===== src/rtl/vga_pkg.sv =====
// Shared VGA timing constants (800x600@60, 40 MHz pixel clock) and the
// 11-bit count type used by the timing generator and the drawing stages.
package vga_pkg;

  localparam int CNT_W = 11;
  typedef logic [CNT_W-1:0] cnt_t;

  localparam int H_ACTIVE_DEF = 800;
  localparam int H_FP_DEF     = 40;
  localparam int H_SYNC_DEF   = 128;
  localparam int H_BP_DEF     = 88;

  localparam int V_ACTIVE_DEF = 600;
  localparam int V_FP_DEF     = 1;
  localparam int V_SYNC_DEF   = 4;
  localparam int V_BP_DEF     = 23;

  localparam int PIXEL_CLK_HZ = 40_000_000;

  function automatic cnt_t wrap_inc(input cnt_t cur, input cnt_t last);
    return (cur == last) ? '0 : cur + cnt_t'(1);
  endfunction

endpackage


===== src/rtl/vga_timing_if.sv =====
// Timing-generator output bundle; frame_cnt exists only when
// VGA_TIMING_FRAME_CNT_EN is defined.
interface vga_timing_if;
  import vga_pkg::*;

  logic en;
  cnt_t hcount_out;
  logic hsync_out;
  logic hblnk_out;
  cnt_t vcount_out;
  logic vsync_out;
  logic vblnk_out;
  logic frame_start;
`ifdef VGA_TIMING_FRAME_CNT_EN
  logic [15:0] frame_cnt;
`endif

  modport master (
    input  en,
    output hcount_out, hsync_out, hblnk_out,
    output vcount_out, vsync_out, vblnk_out,
`ifdef VGA_TIMING_FRAME_CNT_EN
    output frame_cnt,
`endif
    output frame_start
  );

  modport slave (
    output en,
    input  hcount_out, hsync_out, hblnk_out,
    input  vcount_out, vsync_out, vblnk_out,
`ifdef VGA_TIMING_FRAME_CNT_EN
    input  frame_cnt,
`endif
    input  frame_start
  );

endinterface


===== src/rtl/vga_axis_counter.sv =====
// One timing axis: wrapping counter with registered blank/sync decode.
// wrap is a same-cycle strobe used to step the next axis.
module vga_axis_counter
  import vga_pkg::*;
#(
  parameter int ACTIVE = H_ACTIVE_DEF,
  parameter int FP     = H_FP_DEF,
  parameter int SYNC   = H_SYNC_DEF,
  parameter int BP     = H_BP_DEF
) (
  input  logic clk,
  input  logic rst,
  input  logic step,
  output cnt_t count,
  output logic blnk,
  output logic sync,
  output logic wrap
);

  localparam cnt_t LAST    = cnt_t'(ACTIVE + FP + SYNC + BP - 1);
  localparam cnt_t ACT     = cnt_t'(ACTIVE);
  localparam cnt_t SYNC_LO = cnt_t'(ACTIVE + FP);
  localparam cnt_t SYNC_HI = cnt_t'(ACTIVE + FP + SYNC - 1);

  cnt_t next;

  assign wrap = step && (count == LAST);
  assign next = wrap_inc(count, LAST);

  // Flags are decoded from the value being loaded so they line up with count.
  always_ff @(posedge clk) begin
    if (rst) begin
      count <= '0;
      blnk  <= 1'b0;
      sync  <= 1'b0;
    end else if (step) begin
      count <= next;
      blnk  <= (next >= ACT);
      sync  <= (next >= SYNC_LO) && (next <= SYNC_HI);
    end
  end

endmodule


===== src/rtl/vga_timing.sv =====
// VGA raster timing generator: horizontal axis stepped by en, vertical axis
// stepped by the horizontal wrap. Define VGA_TIMING_FRAME_CNT_EN for frame_cnt.
module vga_timing
  import vga_pkg::*;
#(
  parameter int H_ACTIVE = H_ACTIVE_DEF,
  parameter int H_FP     = H_FP_DEF,
  parameter int H_SYNC   = H_SYNC_DEF,
  parameter int H_BP     = H_BP_DEF,
  parameter int V_ACTIVE = V_ACTIVE_DEF,
  parameter int V_FP     = V_FP_DEF,
  parameter int V_SYNC   = V_SYNC_DEF,
  parameter int V_BP     = V_BP_DEF
) (
  input logic          clk,
  input logic          rst,
  vga_timing_if.master vga
);

  logic h_wrap;
  logic v_wrap;

  vga_axis_counter #(
    .ACTIVE(H_ACTIVE), .FP(H_FP), .SYNC(H_SYNC), .BP(H_BP)
  ) u_h (
    .clk  (clk),
    .rst  (rst),
    .step (vga.en),
    .count(vga.hcount_out),
    .blnk (vga.hblnk_out),
    .sync (vga.hsync_out),
    .wrap (h_wrap)
  );

  vga_axis_counter #(
    .ACTIVE(V_ACTIVE), .FP(V_FP), .SYNC(V_SYNC), .BP(V_BP)
  ) u_v (
    .clk  (clk),
    .rst  (rst),
    .step (h_wrap),
    .count(vga.vcount_out),
    .blnk (vga.vblnk_out),
    .sync (vga.vsync_out),
    .wrap (v_wrap)
  );

  // v_wrap already implies the horizontal wrap, i.e. the (last,last) advance.
  always_ff @(posedge clk) begin
    if (rst) vga.frame_start <= 1'b0;
    else     vga.frame_start <= v_wrap;
  end

`ifdef VGA_TIMING_FRAME_CNT_EN
  always_ff @(posedge clk) begin
    if (rst)         vga.frame_cnt <= '0;
    else if (v_wrap) vga.frame_cnt <= vga.frame_cnt + 16'd1;
  end
`endif

endmodule

===== src/flat_wrapper.sv =====
// flat-port wrapper written by rule: the top's interface ports become plain ports
module vga_timing_flat import vga_pkg::*;
#(
  parameter int H_ACTIVE = H_ACTIVE_DEF,
  parameter int H_FP     = H_FP_DEF,
  parameter int H_SYNC   = H_SYNC_DEF,
  parameter int H_BP     = H_BP_DEF,
  parameter int V_ACTIVE = V_ACTIVE_DEF,
  parameter int V_FP     = V_FP_DEF,
  parameter int V_SYNC   = V_SYNC_DEF,
  parameter int V_BP     = V_BP_DEF
)
  (clk, rst, vga_en, vga_hcount_out, vga_hsync_out, vga_hblnk_out, vga_vcount_out, vga_vsync_out, vga_vblnk_out, vga_frame_start);
  vga_timing_if vga_i ();
  input logic clk;
  input logic rst;
  input wire logic [$bits(vga_i.en)-1:0] vga_en;
  output wire logic [$bits(vga_i.hcount_out)-1:0] vga_hcount_out;
  output wire logic [$bits(vga_i.hsync_out)-1:0] vga_hsync_out;
  output wire logic [$bits(vga_i.hblnk_out)-1:0] vga_hblnk_out;
  output wire logic [$bits(vga_i.vcount_out)-1:0] vga_vcount_out;
  output wire logic [$bits(vga_i.vsync_out)-1:0] vga_vsync_out;
  output wire logic [$bits(vga_i.vblnk_out)-1:0] vga_vblnk_out;
  output wire logic [$bits(vga_i.frame_start)-1:0] vga_frame_start;
  assign vga_i.en = vga_en;
  assign vga_hcount_out = vga_i.hcount_out;
  assign vga_hsync_out = vga_i.hsync_out;
  assign vga_hblnk_out = vga_i.hblnk_out;
  assign vga_vcount_out = vga_i.vcount_out;
  assign vga_vsync_out = vga_i.vsync_out;
  assign vga_vblnk_out = vga_i.vblnk_out;
  assign vga_frame_start = vga_i.frame_start;
  vga_timing #(.H_ACTIVE(H_ACTIVE), .H_FP(H_FP), .H_SYNC(H_SYNC), .H_BP(H_BP), .V_ACTIVE(V_ACTIVE), .V_FP(V_FP), .V_SYNC(V_SYNC), .V_BP(V_BP)) u_core (.clk(clk), .rst(rst), .vga(vga_i));
endmodule

===== config.mk =====
export PLATFORM = sky130hd
export DESIGN_NAME = vga_timing_flat
export DESIGN_NICKNAME = d
export VERILOG_FILES = /design/src/rtl/vga_pkg.sv /design/src/rtl/vga_timing_if.sv /design/src/rtl/vga_axis_counter.sv /design/src/rtl/vga_timing.sv /design/src/flat_wrapper.sv
export SDC_FILE = /design/constraint.sdc
export NUM_CORES = 1
export LEC_CHECK = 0
export CORE_ASPECT_RATIO = 1.25
export CORE_MARGIN = 3
export CORE_UTILIZATION = 50
export DETAILED_ROUTE_END_ITERATION = 6
export HOLD_SLACK_MARGIN = 0.15
export PLACE_DENSITY_LB_ADDON = 0.05
export RECOVER_POWER = 25
export SLEW_MARGIN = 10
export SYNTH_ARGS = -nofsm -noshare
export SYNTH_HDL_FRONTEND = slang
export SYNTH_HIERARCHICAL = 1
export SYNTH_SLANG_ARGS = --single-unit

===== constraint.sdc =====
create_clock -name clk -period 5.7 [get_ports clk]
set_clock_uncertainty 0.15 [all_clocks]
set_input_delay 0.57 -clock clk [delete_from_list [all_inputs] [get_ports clk]]
set_output_delay 0.57 -clock clk [all_outputs]
set_load 0.01 [all_outputs]

==> impl_metrics.json <==
{
  "status": "completed",
  "area_growth_pct": 11.4,
  "critPathSlowestCell": "dfxtp_1",
  "max_freq_ghz": 0.367,
  "rsz0062_at_grt": "false",
  "finalSetupViolCount": 0,
  "crit_required_ps": 5670,
  "cts_root_buf": "clkbuf_8",
  "postCtsSetupBuffers": 0,
  "die_area_sq_mm": 0.00468,
  "grt_use_met2": 0.373,
  "via_per_inst": 6.06,
  "powerDensity_mw_per_mm2": 148,
  "yosysWarnings": 6,
  "yosys.area.top_type": "dfxtp_1",
  "hold_start": "u_core/u_v/blnk",
  "gr-usage-all-layers": 0.202,
  "ir_worst_vdd_mv": 0.0712,
  "fp.dieW_microns": 61.8,
  "ctsResizeCount": 0,
  "p_leak_nw": 0.779,
  "period_needed_ps": 2720,
  "synth-edff-count": 0,
  "core_area_sq_mm": 0.00360,
  "synthTopCellsByCount": "nor2_1, dfxtp_1, xor2_1",
  "grt_busiest_layer": "met2",
  "cp_max_fo": 15,
  "fillers": 335,
  "die_height_microns": 75.7,
  "whs_ps": 342,
  "num_vias": 1734,
  "start_util": 0.540,
  "cts_tree": "built",
  "syn_area_per_cell_sq_um": 8.14,
  "grt_max_degree": 28,
  "layout.nets": 255,
  "routedWlPerCell_microns": 15.1,
  "arrival_ps": 2690,
  "synthTopCellsByArea": "dfxtp_1, nor2_1, xor2_1",
  "cts.path.max_buffers": 2,
  "drt.antenna.violating_nets": 0,
  "drtIter0Drc": 149,
  "dp_hpwl_microns": 3110,
  "start_kind": "register",
  "drc": 0,
  "reg2reg_slack_ps": 2980,
  "min_period_over_period": 0.477,
  "crit_type": "reg -> reg",
  "rows": 24,
  "synth.most_common_cell": "nor2_1",
  "seq_area_frac_synth": 0.278,
  "rr_startpoint": "u_core/u_h/count[0]",
  "grt_pass1_wl_microns": 7440,
  "hold_class": "reg -> reg",
  "synth_flop_cell": "dfxtp_1",
  "globalplace.congestion": 0.836,
  "syn_area_sq_mm": 0.00195,
  "grt_pass1_vias": 1654,
  "maxSlewHeadroom": 0.271,
  "ios": 30,
  "numCtsBuffers": 3,
  "cp-startpoint": "u_core/u_h/count[0]",
  "hold_viol": 0,
  "grt.met1_usage": 0.247,
  "ys_types": 57,
  "synthArstFlopShare": 0,
  "cts-hold-fix-buffers": 0,
  "antennaDiodeCount": 0,
  "max_stage_delay_ps": 520,
  "numPortBuffers": 29,
  "overflow": 0,
  "path_cells": "ha_1 > and4_1 > and3_1 > and2_1 > nand4_1 > xor2_1 > nor2_1",
  "syn-instance-count": 239,
  "met3_usage": 0.0153,
  "end_kind": "register",
  "grt_antenna_before_repair": 0,
  "syn_nets": 246,
  "htreeDepth": 1,
  "clk-insertion-delay-late_ps": 270,
  "worstMarginPinSlew_ps": 1090,
  "ys_seq_elements": 27,
  "setup-tns-final_ps": 0,
  "drive_above_1_share": 0.0769,
  "drv_cap": 0,
  "drv_slew": 0,
  "clock-sinks": 27,
  "drt_pass1_iterations": 4,
  "clkTransAtPathRegs_ps": 80,
  "wl_microns": 4320,
  "yosysTopAreaCellShare": 0.278
}
[power breakdown]
| group | internal [mW] | switching (mW) | total [mW] |
|---|---|---|---|
| logic | 0.00947 | 0.0111 | 0.0206 |
| registers | 0.191 | 0.00440 | 0.195 |
| clock network | 0.0499 | 0.0557 | 0.106 |
[cell families after synthesis]
logic type	Yosys count	share of synthesized area
buffers and inverters	30	0.0926
AOI/OAI and AO/OA	44	0.179
and+or+nand+nor	113	0.327
adders and majority gates	4	0.0257
xor gates and xnor gates	16	0.0720
muxes	5	0.0257
DFF	27	0.278
[worst max-delay path: cells and delay by family, from the launching register on]
family	cells	cell delay (ps)
flops	1	520
simple gates	5	1340
xor+xnor	1	150
fa+ha+maj	1	420
[registers in the layout, summed over array words and instances (netlist names)]
register and count:
u_core/u_h/count 11, u_core/vga.frame_start 1, u_core/u_h/sync 1, u_core/u_v/count 11, u_core/u_v/sync 1, u_core/u_v/blnk 1, u_core/u_h/blnk 1
[per-layer routing]
| layer | part of all wire | vias up |
|---|---|---|
| met5 | 0 | - |
| met4 | 0.0097 | 0 |
| met3 | 0.028 | 4 |
| met2 | 0.52 | 36 |
| met1 | 0.44 | 821 |
| li1 | - | 873 |
[through the flow]
step,total power [mW],cell area [sq um],setup WS [ps],utilization,std cells
after global placement,0.221,2120,2860,0.589,282
after detailed placement,0.221,2120,2830,0.589,282
after floorplan,0.213,1950,3370,-,239
after global routing,0.334,2170,2700,0.602,286
final,0.321,2170,2980,0.602,286
after CTS,0.327,2170,2980,0.602,286
[worst paths after layout]
kind                            cells after the start                    to
worst max register to register                      7  u_core/u_v/count[10]
worst max-delay path                                7  u_core/u_v/count[10]
worst min register to register                      2       u_core/u_v/blnk
worst min-delay path                                2       u_core/u_v/blnk
[layout by cell type (no fill, tap or decap), drive strengths merged, types with 4 or more instances in the layout]
master | Yosys | layout
a21oi | 10 | 10
and2 | 4 | 4
and3 | 12 | 12
and4 | 4 | 4
clkbuf | 9 | 4
clkdlybuf4s50 | 0 | 18
dfxtp | 27 | 27
dlygate4sd3 | 0 | 11
ha | 4 | 4
inv | 5 | 5
mux2i | 5 | 5
nand2 | 12 | 12
nand3 | 11 | 11
nand4 | 12 | 12
nor2 | 38 | 38
nor4 | 4 | 4
o21ai | 7 | 7
o31ai | 5 | 5
xor2 | 13 | 13
[layout make-up]
class	instances	area, sq um	area share
Timing Repair Buffer	29	290	0.134
Clock buffer	4	45.0	0.0208
Inverter	5	18.8	0.00866
Multi-Input combinational cell	182	1220	0.565
Tap cell	39	48.8	0.0225
Sequential cell	27	541	0.249
(Power assumes the default switching activity.)
